==> src/rtl/cpj_readout.sv <==
// Readout controller for the frequency meter's byte-muxed result port.
// It collects Nx and Ns one byte at a time, then computes fx = Nx*FSTD/Ns with a bit-serial divider.
module cpj_readout #(
  parameter int unsigned FSTD   = 50000000,
  parameter int unsigned SETTLE = 2
) (
  input  logic        clkin,
  input  logic        clr0,
  input  logic        int1,
  input  logic [7:0]  out8,
  output logic [2:0]  sel,
  output logic        busy,
  output logic [31:0] nx,
  output logic [31:0] ns,
  output logic [31:0] freq,
  output logic        valid,
  output logic        div0,
  output logic        ovf
);

  typedef enum logic [2:0] {IDLE, SETW, CAP, MUL, DIV, DONE} st_e;

  localparam logic [63:0] FSTD64 = 64'(FSTD);
  localparam logic [3:0]  WLAST  = 4'(SETTLE - 1);

  st_e         st_q, st_d;
  logic        s1_q, s2_q, prev_q;
  logic [2:0]  k_q;
  logic [3:0]  wcnt_q;
  logic [5:0]  cnt_q;
  logic [31:0] nx_sh_q, ns_sh_q;
  logic [63:0] rem_q, quo_q;
  logic [31:0] nx_q, ns_q, freq_q;
  logic        div0_q, ovf_q;

  // The synchronizer resets high so that an int1 already high at release is not taken as a rise.
  always_ff @(posedge clkin or posedge clr0)
    if (clr0) begin
      s1_q   <= 1'b1;
      s2_q   <= 1'b1;
      prev_q <= 1'b1;
    end else begin
      s1_q   <= int1;
      s2_q   <= s1_q;
      prev_q <= s2_q;
    end

  logic rise;
  assign rise = s2_q & ~prev_q;

  // A single restoring step: the borrow out of the 65-bit difference decides the quotient bit.
  logic [64:0] r_sh, diff;
  logic        ge;
  logic [63:0] rem_d, quo_d;
  always_comb begin
    r_sh  = {rem_q, quo_q[63]};
    diff  = r_sh - {33'b0, ns_sh_q};
    ge    = ~diff[64];
    rem_d = ge ? diff[63:0] : r_sh[63:0];
    quo_d = {quo_q[62:0], ge};
  end

  always_ff @(posedge clkin or posedge clr0)
    if (clr0) st_q <= IDLE;
    else      st_q <= st_d;

  always_comb begin
    st_d = st_q;
    case (st_q)
      IDLE: if (rise) st_d = SETW;
      SETW: if (!s2_q) st_d = IDLE;
            else if (wcnt_q == WLAST) st_d = CAP;
      CAP:  if (!s2_q) st_d = IDLE;
            else if (k_q == 3'd7) st_d = MUL;
            else st_d = SETW;
      MUL:  st_d = (ns_sh_q == 32'd0) ? DONE : DIV;
      DIV:  if (cnt_q == 6'd63) st_d = DONE;
      DONE: st_d = IDLE;
      default: st_d = IDLE;
    endcase
  end

  always_comb begin
    sel   = (st_q == SETW || st_q == CAP) ? k_q : 3'd0;
    busy  = (st_q != IDLE);
    valid = (st_q == DONE);
  end

  // Result registers load on the edge into DONE, so they are already current during the valid cycle.
  always_ff @(posedge clkin or posedge clr0)
    if (clr0) begin
      k_q     <= '0;
      wcnt_q  <= '0;
      cnt_q   <= '0;
      nx_sh_q <= '0;
      ns_sh_q <= '0;
      rem_q   <= '0;
      quo_q   <= '0;
      nx_q    <= '0;
      ns_q    <= '0;
      freq_q  <= '0;
      div0_q  <= 1'b0;
      ovf_q   <= 1'b0;
    end else begin
      case (st_q)
        IDLE: begin
          k_q    <= '0;
          wcnt_q <= '0;
        end
        SETW: wcnt_q <= (wcnt_q == WLAST) ? 4'd0 : wcnt_q + 4'd1;
        CAP: begin
          if (k_q[2]) ns_sh_q[{k_q[1:0], 3'b000} +: 8] <= out8;
          else        nx_sh_q[{k_q[1:0], 3'b000} +: 8] <= out8;
          k_q <= k_q + 3'd1;
        end
        MUL: begin
          quo_q <= 64'(nx_sh_q) * FSTD64;
          rem_q <= '0;
          cnt_q <= '0;
          if (ns_sh_q == 32'd0) begin
            nx_q   <= nx_sh_q;
            ns_q   <= ns_sh_q;
            freq_q <= '1;
            div0_q <= 1'b1;
            ovf_q  <= 1'b0;
          end
        end
        DIV: begin
          rem_q <= rem_d;
          quo_q <= quo_d;
          cnt_q <= cnt_q + 6'd1;
          if (cnt_q == 6'd63) begin
            nx_q   <= nx_sh_q;
            ns_q   <= ns_sh_q;
            freq_q <= (|quo_d[63:32]) ? '1 : quo_d[31:0];
            div0_q <= 1'b0;
            ovf_q  <= |quo_d[63:32];
          end
        end
        default: ;
      endcase
    end

  assign nx   = nx_q;
  assign ns   = ns_q;
  assign freq = freq_q;
  assign div0 = div0_q;
  assign ovf  = ovf_q;

endmodule

==> config.mk <==
export PLATFORM = sky130hd
export DESIGN_NAME = cpj_readout
export DESIGN_NICKNAME = d
export VERILOG_FILES = /design/src/rtl/cpj_readout.sv
export SDC_FILE = /design/constraint.sdc
export NUM_CORES = 2
export LEC_CHECK = 0
export BUFFER_PORTS_ARGS = -buffer_cell sky130_fd_sc_hd__buf_2
export CAP_MARGIN = 0
export CORE_MARGIN = 10
export CORE_UTILIZATION = 56
export DETAILED_ROUTE_END_ITERATION = 6
export GPL_ROUTABILITY_DRIVEN = 0
export PLACE_DENSITY = 0.76
export SYNTH_ARGS = -nofsm -noshare
export SYNTH_HDL_FRONTEND = slang
export SYNTH_SLANG_ARGS = --single-unit
==> constraint.sdc <==
create_clock -name clkin -period 8.25 [get_ports clkin]
set_clock_uncertainty 0.05 [all_clocks]
set_input_delay 0.4125 -clock clkin [delete_from_list [all_inputs] [get_ports clkin]]
set_output_delay 0.4125 -clock clkin [all_outputs]
set_load 0.1 [all_outputs]
==> run metrics <==
summed instance area of the synthesized netlist=26,400 µm²; synthesized net count=between 3,000 and 4,000; GRT busiest layer=met2; clock-pin slew on the worst setup and hold paths=~0.060 ns; Non-Filler Cell Area, Final=just under 30,000 µm²; starting density of the core=0.566; number of iterations in the first detailed-routing pass=6; Data arrival, critical path=7.90 ns; Max Freq=0.134 GHz; maximum number of pins on one net before global-route repair=80; Critical Path Start Type=register; cts bufs inserted=37; buffers from clock root to sink, at most=3; post-detailed-placement cell area=27,500 µm²; die height=about 240 µm; max-slew headroom at the worst pin=0.192; CTS tree=built; post-synthesis to final-layout area growth=9.57%; CTS HTree Levels=2; Cells after Synth=2,760; slew of the pin with the lowest slew margin=between 1 and 1.5 ns; Detail Placement HPWL=53,700 µm; wire length of the first global-routing pass=around 110,000 µm; post-synth top area cell=sky130_fd_sc_hd__dfrtp_1; number of hold violations in the final report=0; sequential area share after synthesis=0.294; die footprint=approximately 56,000 µm²; fraction of layout instances using a drive strength above 1=0.0775; number of synthesis warnings=0; most frequent standard cell in the layout excluding fill and tap cells=sky130_fd_sc_hd__inv_1; number of primary I/O pins=about 110; share of async-settable or async-resettable flops after synthesis=1.00; number of setup buffers added after CTS=0; biggest fanout along the worst timing path=10; total number of placement rows=79; period utilization=0.906; CTS sink cnt=~310; Setup Viol. Count Final=0; commonest non-fill, non-tap cells in the layout=sky130_fd_sc_hd__inv_1, sky130_fd_sc_hd__nand2_1, sky130_fd_sc_hd__dfrtp_1; Sum Neg Setup Slack=0 ns; wirelength, routed=roughly 69,000 µm; class of the most critical hold timing path=primary input to async pin; DRC viols=0; vias per inst=approximately 6; core region area=46,600 µm²; I/O Buffers=approximately 110; unrepaired setup endpoints after global routing=no; clock latency at the later pin of the worst-skew pair=approximately 0.57 ns; category of the most critical setup path=register to register; synth top area cells=sky130_fd_sc_hd__dfrtp_1, sky130_fd_sc_hd__fa_1, sky130_fd_sc_hd__ha_1; synthesized area per cell=9.55 µm²; total routing resource utilization after global routing=0.250; Wirelength per Cell=between 15 and 20 µm; flip-flop and latch count after synthesis=~310; post-synth top area share=0.291; number of nets in the final layout=3,386; number of fillers in the final layout=around 3,800; max capacitance violation total=0; total global routing overflow=0; Synth Flop Type=sky130_fd_sc_hd__dfrtp_1; antenna violations before repair=1; met3 routing resource usage after global routing=0.0529; via count of the routed design=about 20,000; Global Route met1 Usage=0.331; result of the run=finished, final reports clean; shortest clock period the worst path allows after layout=between 7 and 8 ns; cell at the root of the clock tree=sky130_fd_sc_hd__clkbuf_16; count of nets left with antenna violations after detail routing=0; count of different cell masters after synthesis=about 70; Chip Width=around 240 µm; number of enable flip-flop cells after synthesis=0; max-slew violation count=0; initial DRC count=a little under 2,000; number of global-route vias before repair=20,974; required time of the critical path=a little under 9 ns; GRT met2 Usage=0.398; crit path capture type=register
flip-flops by register name, summed over array words and instances, names as in the netlist, 4 cells and up:
signal   cells
cnt_q        6
nx          32
rem_q       64
quo_q       64
ns          32
freq        32
ns_sh_q     32
nx_sh_q     32
wcnt_q       4
worst max-delay path, cell delays in order, from the launching register on:
cell                       delay [ns]
sky130_fd_sc_hd__dfrtp_1         0.70
sky130_fd_sc_hd__inv_1           0.21
sky130_fd_sc_hd__fa_1            0.53
sky130_fd_sc_hd__fa_1            0.50
sky130_fd_sc_hd__inv_1           0.06
sky130_fd_sc_hd__fa_1            0.55
sky130_fd_sc_hd__fa_1            0.54
sky130_fd_sc_hd__fa_1            0.54
sky130_fd_sc_hd__inv_1           0.05
sky130_fd_sc_hd__fa_1            0.52
sky130_fd_sc_hd__inv_1           0.04
sky130_fd_sc_hd__ha_1            0.37
sky130_fd_sc_hd__and3_1          0.28
sky130_fd_sc_hd__nand4_1         0.11
sky130_fd_sc_hd__nor4_1          0.53
sky130_fd_sc_hd__nand2b_1        0.29
sky130_fd_sc_hd__a21boi_0        0.30
sky130_fd_sc_hd__o21ai_0         0.61
sky130_fd_sc_hd__a41oi_1         0.25
sky130_fd_sc_hd__xor2_1          0.19
sky130_fd_sc_hd__o21ai_0         0.15
layout make-up:
class | count | area (µm²) | area share
Sequential cell | 309 | 7740 | 0.268
Clock inverter | 19 | 293 | 0.0101
Tap cell | 607 | 759 | 0.0263
Antenna cell | 2 | 5.00 | 0.000173
Multi-Input combinational cell | 1919 | 16700 | 0.577
Timing Repair Buffer | 134 | 726 | 0.0251
Clock buffer | 48 | 1060 | 0.0367
Inverter | 437 | 1640 | 0.0569
cell families (layout without fill, tap and decap cells):
family | after synthesis | after routing | synth area share
AOI/OAI and AO/OA | 640 | 640 | 0.150
and+or+nand+nor | 612 | 612 | 0.105
adders and majority gates | 537 | 537 | 0.331
buffers and inverters | 532 | 638 | 0.0758
DFF | 309 | 309 | 0.294
xor gates and xnor gates | 123 | 123 | 0.0409
muxes | 7 | 7 | 0.00271
other | 0 | 2 | 0
Yosys cell counts (52+ instances only):
cell type / count
sky130_fd_sc_hd__nor2_1: 87
sky130_fd_sc_hd__nand2_1: 331
sky130_fd_sc_hd__dfrtp_1: 306
sky130_fd_sc_hd__xor2_1: 61
sky130_fd_sc_hd__a21o_1: 52
sky130_fd_sc_hd__clkbuf_1: 92
sky130_fd_sc_hd__a21oi_1: 104
sky130_fd_sc_hd__fa_1: 268
sky130_fd_sc_hd__xnor2_1: 62
sky130_fd_sc_hd__ha_1: 269
sky130_fd_sc_hd__o21ai_0: 277
sky130_fd_sc_hd__inv_1: 437
final timing paths:
kind | startpoint | to | slack, ns | depth (start not counted)
worst max-delay path | nx_sh_q[4]$_DFFE_PP0P_ | quo_q[54]$_DFFE_PP0P_ | 0.78 | 20
worst min-delay path | clr0 | rem_q[39]$_DFFE_PP0P_ | 0.003 | 2
worst max register to register | nx_sh_q[4]$_DFFE_PP0P_ | quo_q[54]$_DFFE_PP0P_ | 0.78 | 20
worst min register to register | s1_q$_DFF_PP1_ | s2_q$_DFF_PP1_ | 0.31 | 0
max in group asynchronous | clr0 | nx_sh_q[14]$_DFFE_PP0P_ | 6.61 | 3
min in group clkin | out8[5] | ns_sh_q[29]$_DFFE_PP0P_ | 0.14 | 3
per-stage QoR:
step	hold WS, ns	worst slack, ns	utilization	cells
floorplan	0.295	2.08	-	2760
global placement	0.296	1.09	0.591	3405
detailed placement	0.300	0.932	0.591	3405
CTS	0.00952	0.921	0.620	3473
global route	0.0715	0.416	0.620	3473
finish	0.00331	0.779	0.620	3475
per-layer routing:
layer / vias to the layer above / part of all wire
met5: - / 0
met4: 0 / 0.041
met3: 147 / 0.074
met2: 713 / 0.47
met1: 10199 / 0.42
li1: 9384 / -
repair_timing:
item	in CTS	in global routing
hold buffers	1	0
hold endpoints to repair	1	0
gates resized for setup	0	0
Power is not shown: default switching activity piles up to over one toggle a cycle in this logic, so the estimate is an artifact.
